## src/rtl/ysyx_25040111_ifu.sv

```systemverilog
// ysyx_25040111_ifu: fetches one instruction per PC over AXI4-Lite AR/R and hands it to decode.
// Optional IFU_ALIGN_CHECK_EN: misaligned PCs skip the bus and return NOP with fetch_err set.
module ysyx_25040111_ifu #(
    parameter int          ADDR_W   = 32,
    parameter logic [31:0] NOP_INST = 32'h00000013
) (
    input  logic              clk,
    input  logic              reset,
    input  logic [ADDR_W-1:0] pc_in,
    input  logic              pc_valid,
    output logic              pc_ready,
    output logic [ADDR_W-1:0] araddr,
    output logic              arvalid,
    input  logic              arready,
    input  logic [31:0]       rdata,
    input  logic [1:0]        rresp,
    input  logic              rvalid,
    output logic              rready,
    output logic [31:0]       inst,
    output logic [ADDR_W-1:0] inst_pc,
    output logic              inst_valid,
    input  logic              inst_ready,
    output logic              fetch_err,
    output logic              drop_err
);
    typedef enum logic [1:0] {IDLE, AR, R, OUT} state_e;
    state_e            state_q, state_d;
    logic [ADDR_W-1:0] araddr_q, araddr_d, inst_pc_q, inst_pc_d, pend_pc_q, pend_pc_d, tgt;
    logic [31:0]       inst_q, inst_d;
    logic              pend_q, pend_d, fetch_err_q, fetch_err_d, drop_err_q, drop_err_d;
    logic              pc_ready_q, pc_ready_d;
    always_comb begin
        state_d     = state_q;
        araddr_d    = araddr_q;
        inst_pc_d   = inst_pc_q;
        pend_pc_d   = pend_pc_q;
        inst_d      = inst_q;
        pend_d      = pend_q;
        fetch_err_d = fetch_err_q;
        drop_err_d  = drop_err_q;
        pc_ready_d  = 1'b0;
        tgt         = pend_q ? pend_pc_q : pc_in;
        case (state_q)
            IDLE: if (pend_q || pc_valid) begin
                araddr_d = tgt;
                pend_d   = 1'b0;
                state_d  = AR;
`ifdef IFU_ALIGN_CHECK_EN
                if (tgt[1:0] != 2'b00) begin
                    state_d     = OUT;
                    inst_d      = NOP_INST;
                    inst_pc_d   = tgt;
                    fetch_err_d = 1'b1;
                end
`endif
            end
            AR: state_d = arready ? R : AR;
            R: if (rvalid) begin
                state_d     = OUT;
                inst_d      = rdata;
                inst_pc_d   = araddr_q;
                fetch_err_d = rresp != 2'b00;
            end
            OUT: if (inst_ready) begin
                state_d     = IDLE;
                pc_ready_d  = 1'b1;
                inst_d      = NOP_INST;
                fetch_err_d = 1'b0;
            end
            default: state_d = IDLE;
        endcase
        // In IDLE the slot is being drained this cycle, so a new PC can refill it
        if (pc_valid && (state_q != IDLE || pend_q)) begin
            if (state_q != IDLE && pend_q) begin
                drop_err_d = 1'b1;
            end else begin
                pend_d    = 1'b1;
                pend_pc_d = pc_in;
            end
        end
    end
    always_ff @(posedge clk) begin
        if (reset) begin
            state_q     <= IDLE;
            araddr_q    <= '0;
            inst_pc_q   <= '0;
            pend_pc_q   <= '0;
            inst_q      <= NOP_INST;
            pend_q      <= 1'b0;
            fetch_err_q <= 1'b0;
            drop_err_q  <= 1'b0;
            pc_ready_q  <= 1'b0;
        end else begin
            state_q     <= state_d;
            araddr_q    <= araddr_d;
            inst_pc_q   <= inst_pc_d;
            pend_pc_q   <= pend_pc_d;
            inst_q      <= inst_d;
            pend_q      <= pend_d;
            fetch_err_q <= fetch_err_d;
            drop_err_q  <= drop_err_d;
            pc_ready_q  <= pc_ready_d;
        end
    end
    assign arvalid    = state_q == AR;
    assign rready     = state_q == R;
    assign inst_valid = state_q == OUT;
    assign araddr     = araddr_q;
    assign inst       = inst_q;
    assign inst_pc    = inst_pc_q;
    assign fetch_err  = fetch_err_q;
    assign drop_err   = drop_err_q;
    assign pc_ready   = pc_ready_q;
endmodule

```

## config.mk

```make
export PLATFORM = sky130hd
export DESIGN_NAME = ysyx_25040111_ifu
export DESIGN_NICKNAME = d
export VERILOG_FILES = /design/src/rtl/ysyx_25040111_ifu.sv
export SDC_FILE = /design/constraint.sdc
export NUM_CORES = 1
export LEC_CHECK = 0
export ABC_AREA = 1
export BUFFER_PORTS_ARGS = -buffer_cell sky130_fd_sc_hd__clkbuf_2
export CORE_AREA = 4 4 110 112
export DETAILED_ROUTE_END_ITERATION = 7
export DIE_AREA = 0 0 114 116
export HOLD_SLACK_MARGIN = 0.15
export PLACE_DENSITY = 0.79
export SYNTH_ARGS = -nofsm -noshare
export SYNTH_HDL_FRONTEND = slang
export SYNTH_SLANG_ARGS = --single-unit
```

## constraint.sdc

```tcl
create_clock -name clk -period 1.85 [get_ports clk]
set_clock_uncertainty 0.15 [all_clocks]
set_input_delay 0 -clock clk [delete_from_list [all_inputs] [get_ports clk]]
set_output_delay 0 -clock clk [all_outputs]
set_load 0.01 [all_outputs]
```

; ---- Word level (Yosys, flattened, before mapping)
; Cells that the tools add are included.
[op_classes]
eq_ne = 6
muxes = 17
n_bitwise = 2
n_reduce_logical = 15
[op_table]
columns = op, count
row1 = 32-bit 2-to-1 mux, 3
row2 = 32-bit case mux with 2 select lines, 1
row3 = 2-bit 2-to-1 mux, 4
row4 = 2-bit case mux with 4 select lines, 1
row5 = 2-bit AND reduction, 4
row6 = 1-bit 2-to-1 mux, 7
row7 = 3-bit AND reduction, 2
row8 = 2-bit nonzero test, 3
row9 = "2-bit equality test, second input constant", 2
row10 = "2-bit != test, second input constant", 2
row11 = "2-bit by 1-bit equality test with 1-bit output, second input constant", 1
row12 = 1-bit logical AND, 2
row13 = 2-bit logical NOT, 1
row14 = 1-bit logical OR, 2
row15 = "2-bit by 1-bit != test with 1-bit output, second input constant", 1
row16 = 1-bit NOT, 2
row17 = 1-bit case mux with 2 select lines, 1
row18 = 2-bit OR reduction, 1
[word_totals]
ff_bits = 134
input_bits = 72
out_inout_bits = 102
word_cells = 49

; ---- Depth between registers and ports, before layout
; Gate-level depths: netlist (run 1).
[logic_depth]
ltp_word = 5
depth_mapped = 8
ltp_nobuf = 7

; ---- Worst setup path after synthesis (run 1)
; No wires, ideal clock.
[synth_path]
path_kind = register to register
start = register with a tool-made name
end = register inst_q[10] (netlist: inst[10])
setup_time_ps = 132
t_arrival_ps = 1065
required_ps = 1568
setup_slack_ps = 503
path_stages_with_launch = 7
path_buffers = 1
period_less_slack_ps = 1347
cell_sequence = dfxtp_1 inv_2 nor2_2 nand2_2 buf_2 nand3_1 a21oi_1
[synth_rtl]
columns = item, line_no
row1 = "end signal, assigned", 98  ; inst_q <= inst_d;
row2 = "end, declared", 29  ; logic [31:0] inst_q, inst_d;

; ---- Worst setup path in the final report (run 1)
[layout_path]
start = register state_q[0]
end = register state_q[0]
[layout_between]
elab_chain_len = 3
elab_cells_between_ends = 9
cone_classes = eq/ne: 6 / mux: 1 / reduce/logical: 2
[layout_lines]
columns = item, line_no
row1 = "start, declared", 27  ; state_e state_q, state_d;
row2 = "start signal, assigned", 94  ; state_q <= state_d;
row3 = 2-bit equality test or 2-bit logical NOT (tied branches), 43  ; case (state_q)
row4 = 2-bit by 1-bit != test with 1-bit output (no source line) or 2-bit != test (tied branches), -
row5 = 3-bit AND reduction (no source line), -
; Several ways; a longest one is shown, not always the timed one.
; A chain may end at the register's enable or synchronous reset.

==> flow_summary_export.csv, run 1 <==
group,metric,value,unit
pwr,p_switching,2350,µW
die,start_util,0.499,
worst_hold_path,hold_path_class,"in -> reg",
layout,utilization,0.707,
logic_synthesis,synth_top_family_by_area,"simple AND/OR/NAND/NOR gates",
clocking,clk_latency,410,ps
layout,fill_cells,865,
routing,drc,0,
timing,worst_slew_pin_slew,782,ps
die,core_area,11200,µm²
clocking,cts_setup_buffers,0,
critical_path,start_kind,"register",
logic_synthesis,avgSynthCellArea,6.95,µm²
logic_synthesis,synth-xor-area-share,0,
critical_path,worstSetupPathType,"reg -> reg",
clocking,numCtsBuffers,17,
die,rows,39,
routing,dr_total_vias,5959,
pwr,switching_share,0.293,
logic_synthesis,yosys.area_share.simple,0.281,
clocking,cts_buffer_depth,2,
pwr,p_per_area,1010,nW/µm²
status,status,"finished, final reports clean",
timing,maxSlewViolCount,0,
placed_design,dp_slack,49.5,ps
critical_path,crit_family,"buffers and inverters",
routing,routedWlPerCell,13.9,µm
placed_design,gp_congestion,0.807,
routing,drt_pass1_iterations,7,
critical_path,cp_slowest_stage_delay,550,ps
logic_synthesis,netlist_instances,807,
timing,finalSetupTns,0,ps
critical_path,cp_num_buf_inv,2,
placed_design,dp_hpwl,9660,µm
routing,via_per_inst,4.99,
logic_synthesis,synth_fa_ha_area_frac,0,
layout,final_area,7930,µm²
clocking,clock_sinks,134,
placed_design,placed_area,6600,µm²
clocking,cts-root-buf,"clkbuf_16",
timing,min_period,1770,ps
timing,maxSlewHeadroom,0.478,
layout,antenna_cells,0,
logic_synthesis,synthMuxAreaShare,0,
critical_path,worstSetupEndpointType,"register",
pwr,leakage,0.00395,µW
timing,post-route-period-util,0.958,
clocking,cts_max_level,4,
die,die_h,116,µm
clocking,cts_tree,"built",
grt,grt_usage,0.246,
logic_synthesis,synth-seq-cells,134,
critical_path,path_max_fanout,7,
job,max_cap_viol_count,0,
layout,fin_nets,1111,
die,die_area,13200,µm²
logic_synthesis,synth_warnings,0,
layout,drive_gt1_frac,0.241,
layout,final_common_cell,"clkbuf_2",
layout,mostFrequentLayoutCells,"173 x clkbuf_2, 166 x nor2_1, 135 x nand2_1",
critical_path,crit_slowest_cell,"dlygate4sd3_1",
pwr,seq_power_share,0.412,
layout,area_growth,41.5,%
grt,antenna_found_initial,0,
routing,drt.antenna.violating_nets,0,
critical_path,worstPathArrival,1930,ps
timing,hold_viol,0,
placed_design,portBuffers,173,
pwr,vdd.ir_drop.worst,0.000740,V
die,die_w,114,µm
routing,drt_iter0_drc,368,
routing,finalWirelength,16600,µm
critical_path,crit_required,2010,ps
timing,setup_slack,77.4,ps
grt,gr-total-overflow,0,
critical_path,worstPathCellList,"buf_6 -> nand2_1 -> or2_2 -> nand3_1 -> dlygate4sd3_1 -> a21oi_1",
logic_synthesis,synth-compound-area-share,0.122,
logic_synthesis,synth_seq_area_share,0.479,
clocking,clk_pin_slew,60,ps
timing,fmax,564,MHz
timing,setup_viol,0,
logic_synthesis,netlist_area,5610,µm²
pwr,p_clk_frac,0.404,
pwr,p_int,5670,µW
pwr,pwr-share-comb,0.183,
logic_synthesis,yosysUniqueCellTypes,21,
logic_synthesis,synth_nets,879,
grt,grt_first_pass_wirelength,26700,µm
grt,first_global_vias,5705,
grt,grt_max_degree,43,
die,pin_count,174,
-- sequential cells by signal, indices dropped and copies added, names as in the netlist, named ones only --
signal     cells
inst          32
fetch_err      1
pc_ready       1
drop_err       1
pend_pc_q     32
state_q        1
inst_pc       32
araddr        32
-- timing repair --
| action | 4_1_cts | 5_1_grt |
|---|---|---|
| hold buffers | 73 | 0 |
| endpoints found under the hold margin | 134 | 0 |
| endpoints found under the setup margin | 0 | 55 |
| resized for setup | 0 | 2 |
-- worst min-delay path, delay by kind of cell --
| kind | cells | cell delay, ps |
|---|---|---|
| AO/OA/AOI/OAI | 1 | 50 |
| buffers and inverters | 2 | 630 |
| AND/OR/NAND/NOR | 1 | 50 |
-- metrics by stage --
stage / cells / hold WS [ps] / power, µW
floorplan: 807 / -2.14 / 4190
global placement: 1088 / 87.3 / 4620
detailed placement: 1088 / 88.6 / 4640
CTS: 1193 / 196 / 8010
global route: 1195 / 234 / 8400
finish: 1195 / 224 / 8010
-- metal layers --
metal | up-vias | global-route usage | routed length, µm
li1 | 2996 | - | -
met3 | 40 | 0.0700 | 1300
met2 | 250 | 0.411 | 7910
met4 | 0 | 0.101 | 433
met5 | - | 0 | 0
met1 | 2673 | 0.298 | 7000
-- kinds of logic after synthesis --
| kind of cell | Yosys count |
|---|---|
| compound gates | 136 |
| buf+inv | 160 |
| flops | 134 |
| simple gates | 377 |
-- final cells by class --
cell class                      count  area (µm²)  share of cell area
Clock buffer                       19         453              0.0571
Multi-Input combinational cell    515        2290               0.289
Timing Repair Buffer              266        1810               0.229
Sequential cell                   134        2680               0.338
Clock inverter                     13         121              0.0153
Tap cell                          143         179              0.0226
Inverter                          105         394              0.0497
-- final timing paths --
kind                              endpoint  depth (start not counted)       start  slack [ps]
worst max-delay path            state_q[0]                          6  state_q[0]          80
worst max register to register  state_q[0]                          6  state_q[0]          80
worst min register to register    drop_err                          2    drop_err         320
worst min-delay path               inst[2]                          4    rdata[2]         220
-- Yosys cell counts --
cell type,count,area (µm²)
nor2_1,166,623
nand2_1,135,507
dfxtp_1,134,2680
o21ai_0,96,480
inv_1,88,330
nand3_1,35,175
a21oi_1,33,165
nand4_1,32,200
buf_2,27,135
clkbuf_1,19,71.3
inv_2,17,63.8
o21ai_1,6,30.0
clkbuf_2,4,20.0
nand2_2,4,25.0
buf_6,3,33.8
buf_1,2,7.51
nor2_2,2,12.5
a22oi_1,1,7.51
nand3_4,1,17.5
nor2_4,1,11.3
or2_2,1,6.26
-- power groups by stage --
| stage | registers [µW] | logic, µW | clock network, µW |
|---|---|---|---|
| after floorplan | 3410 | 780 | 0 |
| after global placement | 3360 | 1260 | 0 |
| after detailed placement | 3360 | 1280 | 0 |
| after CTS | 3300 | 1420 | 3290 |
| after global routing | 3330 | 1650 | 3420 |
| final | 3310 | 1470 | 3240 |
(Power assumes the default switching activity.)
==> run 2, diff against run 1 <==
--- a/config.mk
+++ b/config.mk
@@ -12,6 +12,7 @@
 export DIE_AREA = 0 0 114 116
 export HOLD_SLACK_MARGIN = 0.15
 export PLACE_DENSITY = 0.79
+export REMOVE_ABC_BUFFERS = 1
 export SYNTH_ARGS = -nofsm -noshare
 export SYNTH_HDL_FRONTEND = slang
 export SYNTH_SLANG_ARGS = --single-unit
==> run 2 against run 1 <==
  * Maximum frequency increased by 2.9%
  * Critical path type unchanged
  * Register-to-register slack better by 50 ps
  * Combinational power decreased by 3%
  * Die area is the same
  * Count of clock-buffer cells in the layout decreased by 1
  * Sequential cell count unchanged
  * Cell count is 0.17% lower
  * Critical path depth up 1
  * Global-route usage rose by 0.072 points
  * Sequential share of layout area about the same
  * Non-clock buffer count unchanged
  * Power is 4.2% higher
==> flow_summary_export.csv, run 2 (same netlist as run 1, synthesis figures left out) <==
group,metric,value,unit
status,status,"finished, final reports clean",
grt,gr-total-overflow,0,
critical_path,r2r_slack,130,ps
layout,final_area,7960,µm²
routing,dr_total_vias,5906,
critical_path,crit_required,2060,ps
layout,drive_gt1_frac,0.239,
timing,setup_viol,0,
placed_design,portBuffers,173,
timing,min_period,1720,ps
timing,rsz0062_at_grt,"no",
layout,antenna_cells,0,
critical_path,r2r_cells,7,
routing,drt.antenna.violating_nets,0,
clocking,numCtsBuffers,17,
pwr,switching_share,0.279,
timing,worst_slew_pin_slew,601,ps
layout,final_common_cell,"clkbuf_2",
die,die_area,13200,µm²
timing,maxSlewViolCount,0,
routing,via_per_inst,4.95,
pwr,p_per_area,1050,nW/µm²
routing,routedWlPerCell,13.8,µm
pwr,vdd.ir_drop.worst,0.000569,V
routing,drc,0,
job,max_cap_viol_count,0,
critical_path,r2r_end,"inst[1]",
pwr,p_switching,2330,µW
grt,grt_first_pass_wirelength,26500,µm
pwr,leakage,0.00395,µW
worst_hold_path,hold_path_depth,4,
grt,first_global_vias,5646,
placed_design,gp_congestion,0.747,
placed_design,dpl.cell_count,1085,
layout,area_growth,42.0,%
clocking,cts-root-buf,"clkbuf_16",
pwr,p_int,6020,µW
worst_hold_path,hold_end,"inst[19]",
critical_path,start_kind,"register",
layout,mostFrequentLayoutCells,"173 x clkbuf_2, 166 x nor2_1, 135 x nand2_1",
grt,grt_max_degree,43,
pwr,pwr-share-comb,0.170,
timing,setup_slack,128,ps
die,rows,39,
critical_path,worstPathArrival,1930,ps
routing,drt_pass1_iterations,5,
die,die_h,116,µm
pwr,seq_power_share,0.396,
timing,fmax,581,MHz
clocking,cts_tree,"built",
layout,fin_nets,1109,
die,die_w,114,µm
routing,drt_iter0_drc,465,
worst_hold_path,hold_path_class,"in -> reg",
pwr,p_clk_frac,0.434,
placed_design,placed_area,6550,µm²
timing,maxSlewHeadroom,0.599,
worst_hold_path,min-delay-start,"rdata[19]",
critical_path,path_max_fanout,7,
grt,grt_usage,0.246,
clocking,cts_buffer_depth,2,
die,start_util,0.499,
critical_path,worstSetupEndpointType,"register",
timing,post-route-period-util,0.931,
clocking,clock_sinks,134,
timing,hold_viol,0,
timing,finalSetupTns,0,ps
die,pin_count,174,
routing,finalWirelength,16500,µm
clocking,clk_pin_slew,60,ps
layout,layout.cells.non_filler,1193,
die,core_area,11200,µm²
timing,holdWs,216,ps
placed_design,dp_slack,147,ps
clocking,cts_max_level,4,
critical_path,worstSetupPathType,"reg -> reg",
placed_design,dp_hpwl,9600,µm
clocking,clk_latency,420,ps
grt,antenna_found_initial,0,
run 2: changes by cell type in the layout (fill, tap and decap cells not counted), sizes merged:
| cell | previous run | this run |
|---|---|---|
| clkbuf | 192 | 191 |
| nand3 | 37 | 36 |
| clkinv | 3 | 5 |
| buf | 20 | 17 |
| nor2 | 170 | 169 |
| bufinv | 1 | 4 |
| inv | 109 | 107 |
| dlygate4sd3 | 73 | 76 |
| clkinvlp | 5 | 3 |
run 2: area by class of cell:
type                    count  area [µm²]
fillers                   883        3260
repair buffers            266        1790
clock buffers              18         439
multi-input cells         513        2270
inverters                 105         394
flip-flops and latches    134        2690
clock inverters            14         200
well taps                 143         179
run 2: worst max path at each step:
stage / to / slack [ps]
floorplan: pend_pc_q[10] / -740
global placement: pend_pc_q[12] / 250
detailed placement: pend_pc_q[4] / 150
CTS: inst[4] / 40
global route: inst[4] / 6
finish: inst[1] / 130
run 2: stage by stage:
step | total power [µW] | utilization
2_1_floorplan | 4090 | -
3_3_place_gp | 4590 | 0.584
3_5_place_dp | 4620 | 0.584
4_1_cts | 8360 | 0.709
5_1_grt | 8740 | 0.709
6_report | 8350 | 0.709
run 2: critical path, cell delays in order (launching register included):
cell,delay (ps)
dfxtp_4,380
inv_2,60
nor2_2,150
nand2_2,80
nand2_1,100
o21ai_0,90
dlygate4sd3_1,570
nand3_1,80
run 2: power by group through the flow:
stage	registers, µW	clock network [µW]	logic, µW
2_1_floorplan	3430	0	658
3_3_place_gp	3360	0	1230
3_5_place_dp	3360	0	1260
4_1_cts	3300	3650	1410
5_1_grt	3340	3800	1600
6_report	3310	3630	1420
run 2: timing repair:
item                                   CTS  global route
hold buffers                            76             0
buffers inserted                         0             0
setup endpoints to repair                0            36
endpoints found under the hold margin  134             0
gates resized for setup                  0             4
run 2: layer usage:
metal,share of wire,track usage
met1,0.42,0.300
met3,0.054,0.0653
met4,0.027,0.101
met2,0.50,0.414
met5,0,0
